`config.mk`:
```
export PLATFORM = sky130hd
export DESIGN_NAME = mips_boot_loader_flat
export DESIGN_NICKNAME = d
export VERILOG_FILES = /design/src/rtl/mips_boot_pkg.sv /design/src/rtl/mips_boot_if.sv /design/src/rtl/mips_boot_loader_packer.sv /design/src/rtl/mips_boot_loader.sv /design/src/flat_wrapper.sv
export SDC_FILE = /design/constraint.sdc
export NUM_CORES = 1
export LEC_CHECK = 0
export ABC_AREA = 0
export CORE_MARGIN = 2
export CORE_UTILIZATION = 55
export DETAILED_ROUTE_END_ITERATION = 6
export PLACE_DENSITY = 0.78
export SLEW_MARGIN = 20
export SYNTH_ARGS = -nofsm -noshare
export SYNTH_HDL_FRONTEND = slang
export SYNTH_SLANG_ARGS = --single-unit
```
`constraint.sdc`:
```
create_clock -name clk -period 2.5 [get_ports clk]
set_input_delay 0.375 -clock clk [delete_from_list [all_inputs] [get_ports clk]]
set_output_delay 0.375 -clock clk [all_outputs]
set_load 0.03 [all_outputs]
```
`src/rtl/mips_boot_pkg.sv`:
```
// Shared types and constants for the boot-time imem loader.
// Stream: 2 length bytes, 4*N big-endian payload bytes, 1 XOR checksum byte.
package mips_boot_pkg;

  typedef enum logic [2:0] {
    S_LEN_HI,
    S_LEN_LO,
    S_DATA,
    S_CSUM,
    S_RUN,
    S_ERR
  } boot_state_t;

  localparam int LEN_BYTES  = 2;
  localparam int WORD_BYTES = 4;
  localparam int CSUM_W     = 8;

endpackage

```
`src/rtl/mips_boot_if.sv`:
```
// Byte-stream input and imem write port of the boot loader.
// master = loader side, slave = stream source / instruction memory side.
interface mips_boot_if #(parameter int ADDR_W = 10);
  logic              rx_valid;
  logic [7:0]        rx_data;
  logic              rx_ready;
  logic              imem_we;
  logic [ADDR_W-1:0] imem_addr;
  logic [31:0]       imem_wdata;

  modport master (
    input  rx_valid, rx_data,
    output rx_ready, imem_we, imem_addr, imem_wdata
  );

  modport slave (
    output rx_valid, rx_data,
    input  rx_ready, imem_we, imem_addr, imem_wdata
  );
endinterface

```
`src/rtl/mips_boot_loader_packer.sv`:
```
// Byte-to-word packer: holds the first three bytes of a word and presents the
// completed big-endian word combinationally alongside the fourth byte.
module boot_word_packer
  import mips_boot_pkg::*;
(
  input  logic        clk,
  input  logic        reset,
  input  logic        clr,
  input  logic        byte_vld,
  input  logic [7:0]  byte_in,
  output logic [31:0] word,
  output logic        word_valid
);

  logic [23:0] sh;
  logic [1:0]  cnt;

  assign word       = {sh, byte_in};
  assign word_valid = byte_vld && (cnt == 2'(WORD_BYTES - 1));

  always_ff @(posedge clk or negedge reset) begin
    if (!reset) begin
      sh  <= '0;
      cnt <= '0;
    end else if (clr) begin
      sh  <= '0;
      cnt <= '0;
    end else if (byte_vld) begin
      sh  <= word[23:0];
      cnt <= cnt + 2'd1;
    end
  end

endmodule

```
`src/rtl/mips_boot_loader.sv`:
```
// Boot loader: parses the length/payload/checksum stream, writes words into
// imem from address 0 and holds the core in reset until a valid image lands.
module mips_boot_loader
  import mips_boot_pkg::*;
#(
  parameter int ADDR_W = 10
) (
  input  logic       clk,
  input  logic       reset,
  mips_boot_if.master bus,
  output logic       core_reset,
  output logic       done,
  output logic       err
);

  localparam logic [16:0] MAX_WORDS = 17'(1) << ADDR_W;

  boot_state_t       state;
  logic [7:0]        len_hi;
  logic [15:0]       words_left;
  logic [ADDR_W-1:0] waddr;
  logic [CSUM_W-1:0] csum;

  logic        accept;
  logic        byte_vld;
  logic        pk_clr;
  logic        word_valid;
  logic [31:0] word;
  logic [15:0] n;

  assign accept   = bus.rx_valid && bus.rx_ready;
  assign n        = {len_hi, bus.rx_data};
  assign pk_clr   = (state == S_LEN_HI);
  assign byte_vld = accept && (state == S_DATA);

  boot_word_packer u_packer (
    .clk        (clk),
    .reset      (reset),
    .clr        (pk_clr),
    .byte_vld   (byte_vld),
    .byte_in    (bus.rx_data),
    .word       (word),
    .word_valid (word_valid)
  );

  always_ff @(posedge clk or negedge reset) begin
    if (!reset) begin
      state          <= S_LEN_HI;
      len_hi         <= '0;
      words_left     <= '0;
      waddr          <= '0;
      csum           <= '0;
      bus.rx_ready   <= 1'b0;
      bus.imem_we    <= 1'b0;
      bus.imem_addr  <= '0;
      bus.imem_wdata <= '0;
      core_reset     <= 1'b1;
      done           <= 1'b0;
      err            <= 1'b0;
    end else begin
      bus.imem_we <= 1'b0;
      case (state)
        S_LEN_HI: begin
          // Only reachable from reset, so this is also the clear point.
          bus.rx_ready <= 1'b1;
          csum         <= '0;
          waddr        <= '0;
          if (accept) begin
            len_hi <= bus.rx_data;
            state  <= S_LEN_LO;
          end
        end
        S_LEN_LO: begin
          if (accept) begin
            words_left <= n;
            if ({1'b0, n} > MAX_WORDS) begin
              state        <= S_ERR;
              bus.rx_ready <= 1'b0;
              err          <= 1'b1;
            end else if (n == 16'd0) begin
              state <= S_CSUM;
            end else begin
              state <= S_DATA;
            end
          end
        end
        S_DATA: begin
          if (accept) begin
            csum <= csum ^ bus.rx_data;
            if (word_valid) begin
              bus.imem_we    <= 1'b1;
              bus.imem_addr  <= waddr;
              bus.imem_wdata <= word;
              waddr          <= waddr + 1'b1;
              words_left     <= words_left - 16'd1;
              if (words_left == 16'd1)
                state <= S_CSUM;
            end
          end
        end
        S_CSUM: begin
          if (accept) begin
            bus.rx_ready <= 1'b0;
            if (bus.rx_data == csum) begin
              state      <= S_RUN;
              core_reset <= 1'b0;
              done       <= 1'b1;
            end else begin
              state <= S_ERR;
              err   <= 1'b1;
            end
          end
        end
        S_RUN, S_ERR: bus.rx_ready <= 1'b0;
        default: state <= S_ERR;
      endcase
    end
  end

endmodule
```
`src/flat_wrapper.sv`:
```
// flat-port wrapper written by rule: the top's interface ports become plain ports
module mips_boot_loader_flat import mips_boot_pkg::*;
#(
  parameter int ADDR_W = 10
)
  (clk, reset, core_reset, done, err, bus_rx_valid, bus_rx_data, bus_rx_ready, bus_imem_we, bus_imem_addr, bus_imem_wdata);
  mips_boot_if #(.ADDR_W(ADDR_W)) bus_i ();
  input  logic clk;
  input  logic reset;
  output logic core_reset;
  output logic done;
  output logic err;
  input wire logic [$bits(bus_i.rx_valid)-1:0] bus_rx_valid;
  input wire logic [$bits(bus_i.rx_data)-1:0] bus_rx_data;
  output wire logic [$bits(bus_i.rx_ready)-1:0] bus_rx_ready;
  output wire logic [$bits(bus_i.imem_we)-1:0] bus_imem_we;
  output wire logic [$bits(bus_i.imem_addr)-1:0] bus_imem_addr;
  output wire logic [$bits(bus_i.imem_wdata)-1:0] bus_imem_wdata;
  assign bus_i.rx_valid = bus_rx_valid;
  assign bus_i.rx_data = bus_rx_data;
  assign bus_rx_ready = bus_i.rx_ready;
  assign bus_imem_we = bus_i.imem_we;
  assign bus_imem_addr = bus_i.imem_addr;
  assign bus_imem_wdata = bus_i.imem_wdata;
  mips_boot_loader #(.ADDR_W(ADDR_W)) u_core (.clk(clk), .reset(reset), .bus(bus_i), .core_reset(core_reset), .done(done), .err(err));
endmodule
```
==> flow_summary.toml, run 1 <==
[run_status]
outcome = "finished clean"

[timing]
fin_crit_sh_pct = 86.8
rsz0062_at_grt = "no"
tns_ns = 0
slew_violations = 0
fin_skew_ns = 0.00572
period_minus_slack_ns = 2.17
tightest_slew_ns = 0.599
timing.fmax_ghz = 0.461
finalHoldViolCount = 0
slew-limit-headroom_pct = 60.1
setup_violations = 0

[worst_hold_path]
min_path_type = "input port to async pin"

[flow_run]
cap_viol_max_count = 0

[detailed_routing]
num_vias = 4244
dr.pass1.iters = 7
drt-wirelength-per-cell_um = 16.6
routed_wirelength_mm = 12.3
antenna_left = 0
drc_errors = 0
via_per_inst = 5.72
first_iter_violations = 358

[synth]
synthArstFlopShare_pct = 100
synth_ff_type = "dfrtp_1"
netlist_area_mm2 = 0.00535
postSynthCellCount = 533
synth-seq-area-share_pct = 55.2
synth.distinct_cells = 56
ys_warn_count = 0
synth.net_count = 548
synth_area_per_cell_um2 = 10.0
synth-edff-count = 0
synth_seq_cells = 118

[clock_tree]
cts_setup_buffers = 0
htreeDepth = 4
cts_sinks = 118
cts_tree = "built"
cts_root_buf = "clkbuf_8"
cts_buffers = 17
cts.path.max_buffers = 2
clk_latency_ns = 0.53
clkTransAtPathRegs_ns = 0.06

[global_route]
grt_first_pass_wirelength_mm = 20.5
grt_pass1_vias = 4124
antenna_found_initial = 0
grt_max_degree = 44
grt.overflow.total = 0
grt.total_usage_pct = 25.8

[pwr]
pwr_density_cell_mw_per_mm2 = 856
ir_drop_mv = 0.620
leakage_nw = 3.24

[worst_setup_path]
r2r-end = "u_core.csum[3]"
worstReg2RegStart = "u_core.state[0]"
critical_path.cell_chain = "clkdlybuf4s50_1"
crit_buf_inv = 1
cp.depth = 1
criticalPathCategory = "flop to output port"
start_kind = "flop"
critPathSlowestCell = "clkdlybuf4s50_1"
cp.required_ns = 2.12
ff2ff_path_depth = 5
critPathArrivalTime_ns = 1.80
cp_max_fo = 7
cp-end-kind = "output port"
setup.worst_path.end = "bus_rx_ready"
startpoint = "u_core.bus.rx_ready"
crit_family = "buffers and inverters"
max_stage_delay_ns = 0.76
r2r_setup_slack_ns = 0.49

[cells_and_area]
layout_common_cells = "122 x nand2_1, 117 x dfrtp_1, 56 x clkdlybuf4s50_1, 38 x nand3_1, 36 x o21ai_0"
syn2layout_area_growth_pct = 24.6
fin_area_mm2 = 0.00667
final_nets = 611
num-fill-cells = 707
drive_above_1_share_pct = 14.0
n_antenna_cell = 0
multi_input_area_mm2 = 0.00222
seqCellArea_mm2 = 0.00295
postLayoutCoreUtil_pct = 69.5
stdcell_count = 742
layout_commonest_cell = "nand2_1"

[floorplanning]
num_rows = 36
coreArea_mm2 = 0.00959
die-area_mm2 = 0.0105
io_pins = 58
die_w_um = 103
initial_core_util_pct = 55.8
die_h_um = 103

[placed_design]
io_buffers = 57
placed_area_mm2 = 0.00608
gp_congestion = 0.893
hpwlAfterDp_mm = 8.06
dp_cells = 709
cell families after synthesis:
logic type,after synthesis,share of synthesized area (%)
and+or+nand+nor,238,20.8
buffers and inverters,38,3.39
muxes,34,7.13
AOI/OAI and AO/OA,84,9.77
xor gates and xnor gates,17,2.78
DFF,118,55.2
adders and majority gates,4,0.935
sequential cells by signal (all words and copies together), names as in the netlist, 2 cells and up:
register and count:
u_core.bus.imem_addr 10, u_core.bus.imem_wdata 32, u_core.csum 8, u_core.len_hi 8
u_core.state 3, u_core.u_packer.cnt 2, u_core.u_packer.sh 24, u_core.waddr 10
u_core.words_left 16
power breakdown:
group          switching, mW  internal, mW
Sequential             0.353          2.16
Clock                  0.864          1.49
Combinational          0.467         0.368
cell type report:
class / instances / share of cell area, %
Clock inverter: 12 / 1.91
Multi-Input combinational cell: 377 / 33.2
Inverter: 6 / 0.356
Clock buffer: 20 / 6.83
Timing Repair Buffer: 76 / 10.9
Tap cell: 133 / 2.49
Sequential cell: 118 / 44.3
synthesized netlist by cell type, types with 3 or more instances:
cell       count  share of area, %
mux2_2        21               4.4
buf_2         12               1.1
a21oi_1       19               1.8
nand2_1      122               8.6
dfrtp_1      117                55
and3_1         6              0.70
o21ai_0       36               3.4
mux2_1        12               2.5
clkbuf_1      14              0.98
o2bb2ai_1      4              0.65
xor2_1        14               2.3
nor4_1         5              0.58
inv_1          5              0.35
nand3_1       38               3.6
nor3_1         9              0.84
nand4_1        3              0.35
nor2b_1        3              0.35
nor2_1        33               2.3
ha_1           4              0.94
a22oi_1        3              0.42
xnor2_1        3              0.49
per-layer routing:
metal	share of wire, %	vias to the layer above	global-route usage, %
li1	-	1962	-
met1	42	2080	34.3
met2	49	172	40.2
met3	6.3	30	7.32
met4	2.4	0	10.2
met5	0	-	0
worst min path at each step:
stage                     cells after the start                      end  slack [ns]  start
after floorplan                               0  u_core.bus.imem_addr[0]        0.08  reset
after global placement                        1    u_core.words_left[13]        0.41  reset
after detailed placement                      1         u_core.len_hi[0]        0.42  reset
after CTS                                     2         u_core.len_hi[5]        0.41  reset
after global routing                          2         u_core.len_hi[5]        0.45  reset
final                                         2         u_core.len_hi[0]        0.40  reset
through the flow:
step | worst slack (ns) | total power, mW | hold WS [ns]
5_1_grt | 0.282 | 5.97 | 0.446
4_1_cts | 0.316 | 5.71 | 0.406
2_1_floorplan | 0.731 | 3.06 | 0.0794
6_report | 0.330 | 5.71 | 0.400
3_3_place_gp | 0.310 | 3.31 | 0.413
3_5_place_dp | 0.292 | 3.35 | 0.422
repair_timing:
item | in CTS | in global routing
resized for setup | 0 | 0
hold endpoints to repair | 40 | 0
hold buffers | 1 | 0
No activity file was read; power rests on OpenSTA's default activity.
==> inputs of run 2 (changes only) <==
Settings changed: CORE_ASPECT_RATIO from default to 0.6.
==> flow_summary.toml, run 2 (synthesis gave the netlist of run 1 again) <==
[run_status]
outcome = "finished clean"

[detailed_routing]
first_iter_violations = 515
met3_length_mm = 1.12
drc_errors = 0
via_per_inst = 5.80
num_vias = 4271
wl_met2_mm = 5.77
highest_layer = "met4"
drt-wirelength-per-cell_um = 17.3
antenna_left = 0
routed_wirelength_mm = 12.8
dr.pass1.iters = 5
wl_met1_mm = 5.74

[clock_tree]
cts_tree = "built"
cts_root_buf = "clkbuf_16"
cts.path.max_buffers = 2
htreeDepth = 4
clk_latency_ns = 0.41
cts_sinks = 118
cts_setup_buffers = 0
cts_buffers = 17
clkTransAtPathRegs_ns = 0.05

[timing]
slew-limit-headroom_pct = 59.0
tightest_slew_ns = 0.615
tns_ns = 0
finalHoldViolCount = 0
setup_violations = 0
rsz0062_at_grt = "no"
setup_slack_ns = 0.298
timing.fmax_ghz = 0.454
slew_violations = 0
fin_crit_sh_pct = 88.1
fin_skew_ns = 0.00934
whs_ns = 0.472
period_minus_slack_ns = 2.20

[global_route]
grt_max_degree = 44
grt_pass1_vias = 4208
grt_first_pass_wirelength_mm = 21.2
grt.total_usage_pct = 26.4
grt.overflow.total = 0
antenna_found_initial = 0

[cells_and_area]
syn2layout_area_growth_pct = 25.1
multi_input_area_mm2 = 0.00222
layout_commonest_cell = "nand2_1"
num-fill-cells = 651
top_regs = "u_core.bus.imem_wdata x32, u_core.u_packer.sh x24, u_core.words_left x16"
largest_reg_flops = 32
n_antenna_cell = 0
seqCellArea_mm2 = 0.00295
layout_common_cells = "122 x nand2_1, 117 x dfrtp_1, 56 x clkdlybuf4s50_1, 38 x nand3_1, 36 x o21ai_0"
regMostFlops = "u_core.bus.imem_wdata"
drive_above_1_share_pct = 13.2
final_nets = 609

[floorplanning]
initial_core_util_pct = 57.4
die_w_um = 131
die_h_um = 80.4
die-area_mm2 = 0.0106
io_pins = 58
coreArea_mm2 = 0.00932
num_rows = 27

[flow_run]
cap_viol_max_count = 0

[worst_setup_path]
start_kind = "flop"
cp.required_ns = 2.77
r2r_setup_slack_ns = 0.30
critPathArrivalTime_ns = 2.47
cp_max_fo = 31
criticalPathCategory = "flop to flop"
cp-end-kind = "flop"

[placed_design]
place_ws_ns = 0.219
gp_congestion = 0.899
hpwlAfterDp_mm = 8.53
io_buffers = 57

[pwr]
leakage_nw = 3.25
pwr_density_cell_mw_per_mm2 = 885
total_power_mw = 5.92
ir_drop_mv = 0.591

[worst_hold_path]
min_path_type = "flop to flop"
run 2: cell types whose count changed in the layout (fill, tap and decap cells not counted):
cell,delta
bufinv_16,+2
clkbuf_16,+1
clkbuf_1,+3
clkinvlp_4,-3
buf_4,-2
clkinv_4,-2
clkbuf_8,-1
run 2: layer usage:
metal,vias up,GRT usage [%]
met2,197,40.5
met1,2103,35.9
met4,0,10.1
met5,-,0
li1,1954,-
met3,17,7.64
run 2: critical path, cell delays in order (launching register included):
cell and delay [ns]:
dfrtp_1 0.61, nand2b_1 0.34, or2_2 0.57, nor2_1 0.13
o21ai_0 0.24, o21ai_0 0.15
run 2: what timing repair did:
| item | 4_1_cts | 5_1_grt |
|---|---|---|
| setup endpoints to repair | 0 | 0 |
| hold buffers | 1 | 0 |
| gates resized for setup | 0 | 0 |
| hold endpoints to repair | 38 | 0 |
run 2: area by class of cell:
type,instances,share of cell area (%)
clock buffer,23,7.14
clock inverter,9,2.21
inverter,6,0.355
multi-input combinational,377,33.1
sequential,118,44.1
tap,130,2.43
timing repair buffer,74,10.6
run 2: through the flow:
step	instances	utilization [%]	area, µm²
detailed placement	704	65.0	6060
CTS	737	71.8	6690
global route	737	71.8	6690
finish	737	71.8	6690
floorplan	533	-	5350
global placement	704	65.0	6060
run 2: path summary, 6_finish.rpt:
kind | cells past startpoint | startpoint | to
min in group asynchronous | 2 | reset | u_core.bus.imem_wdata[13]
worst max-delay path | 5 | u_core.state[0] | u_core.csum[2]
worst min register to register | 2 | u_core.bus.imem_addr[7] | u_core.bus.imem_addr[7]
max in group asynchronous | 3 | reset | u_core.bus.imem_wdata[6]
worst min-delay path | 2 | u_core.bus.imem_addr[7] | u_core.bus.imem_addr[7]
worst max register to register | 5 | u_core.state[0] | u_core.csum[2]
run 2: report_power, final:
part	internal [mW]	leakage, nW	switching (mW)
Clock	1.74	0.307	0.808
Combinational	0.364	1.35	0.485
Sequential	2.17	1.60	0.360
Total	4.27	3.25	1.65
==> inputs of run 3 (changes only) <==
Settings changed: CTS_CLUSTER_DIAMETER from default to 100.
==> results of run 3 <==
Same layout as run 2: the final DEF is identical, and so are final timing and power.
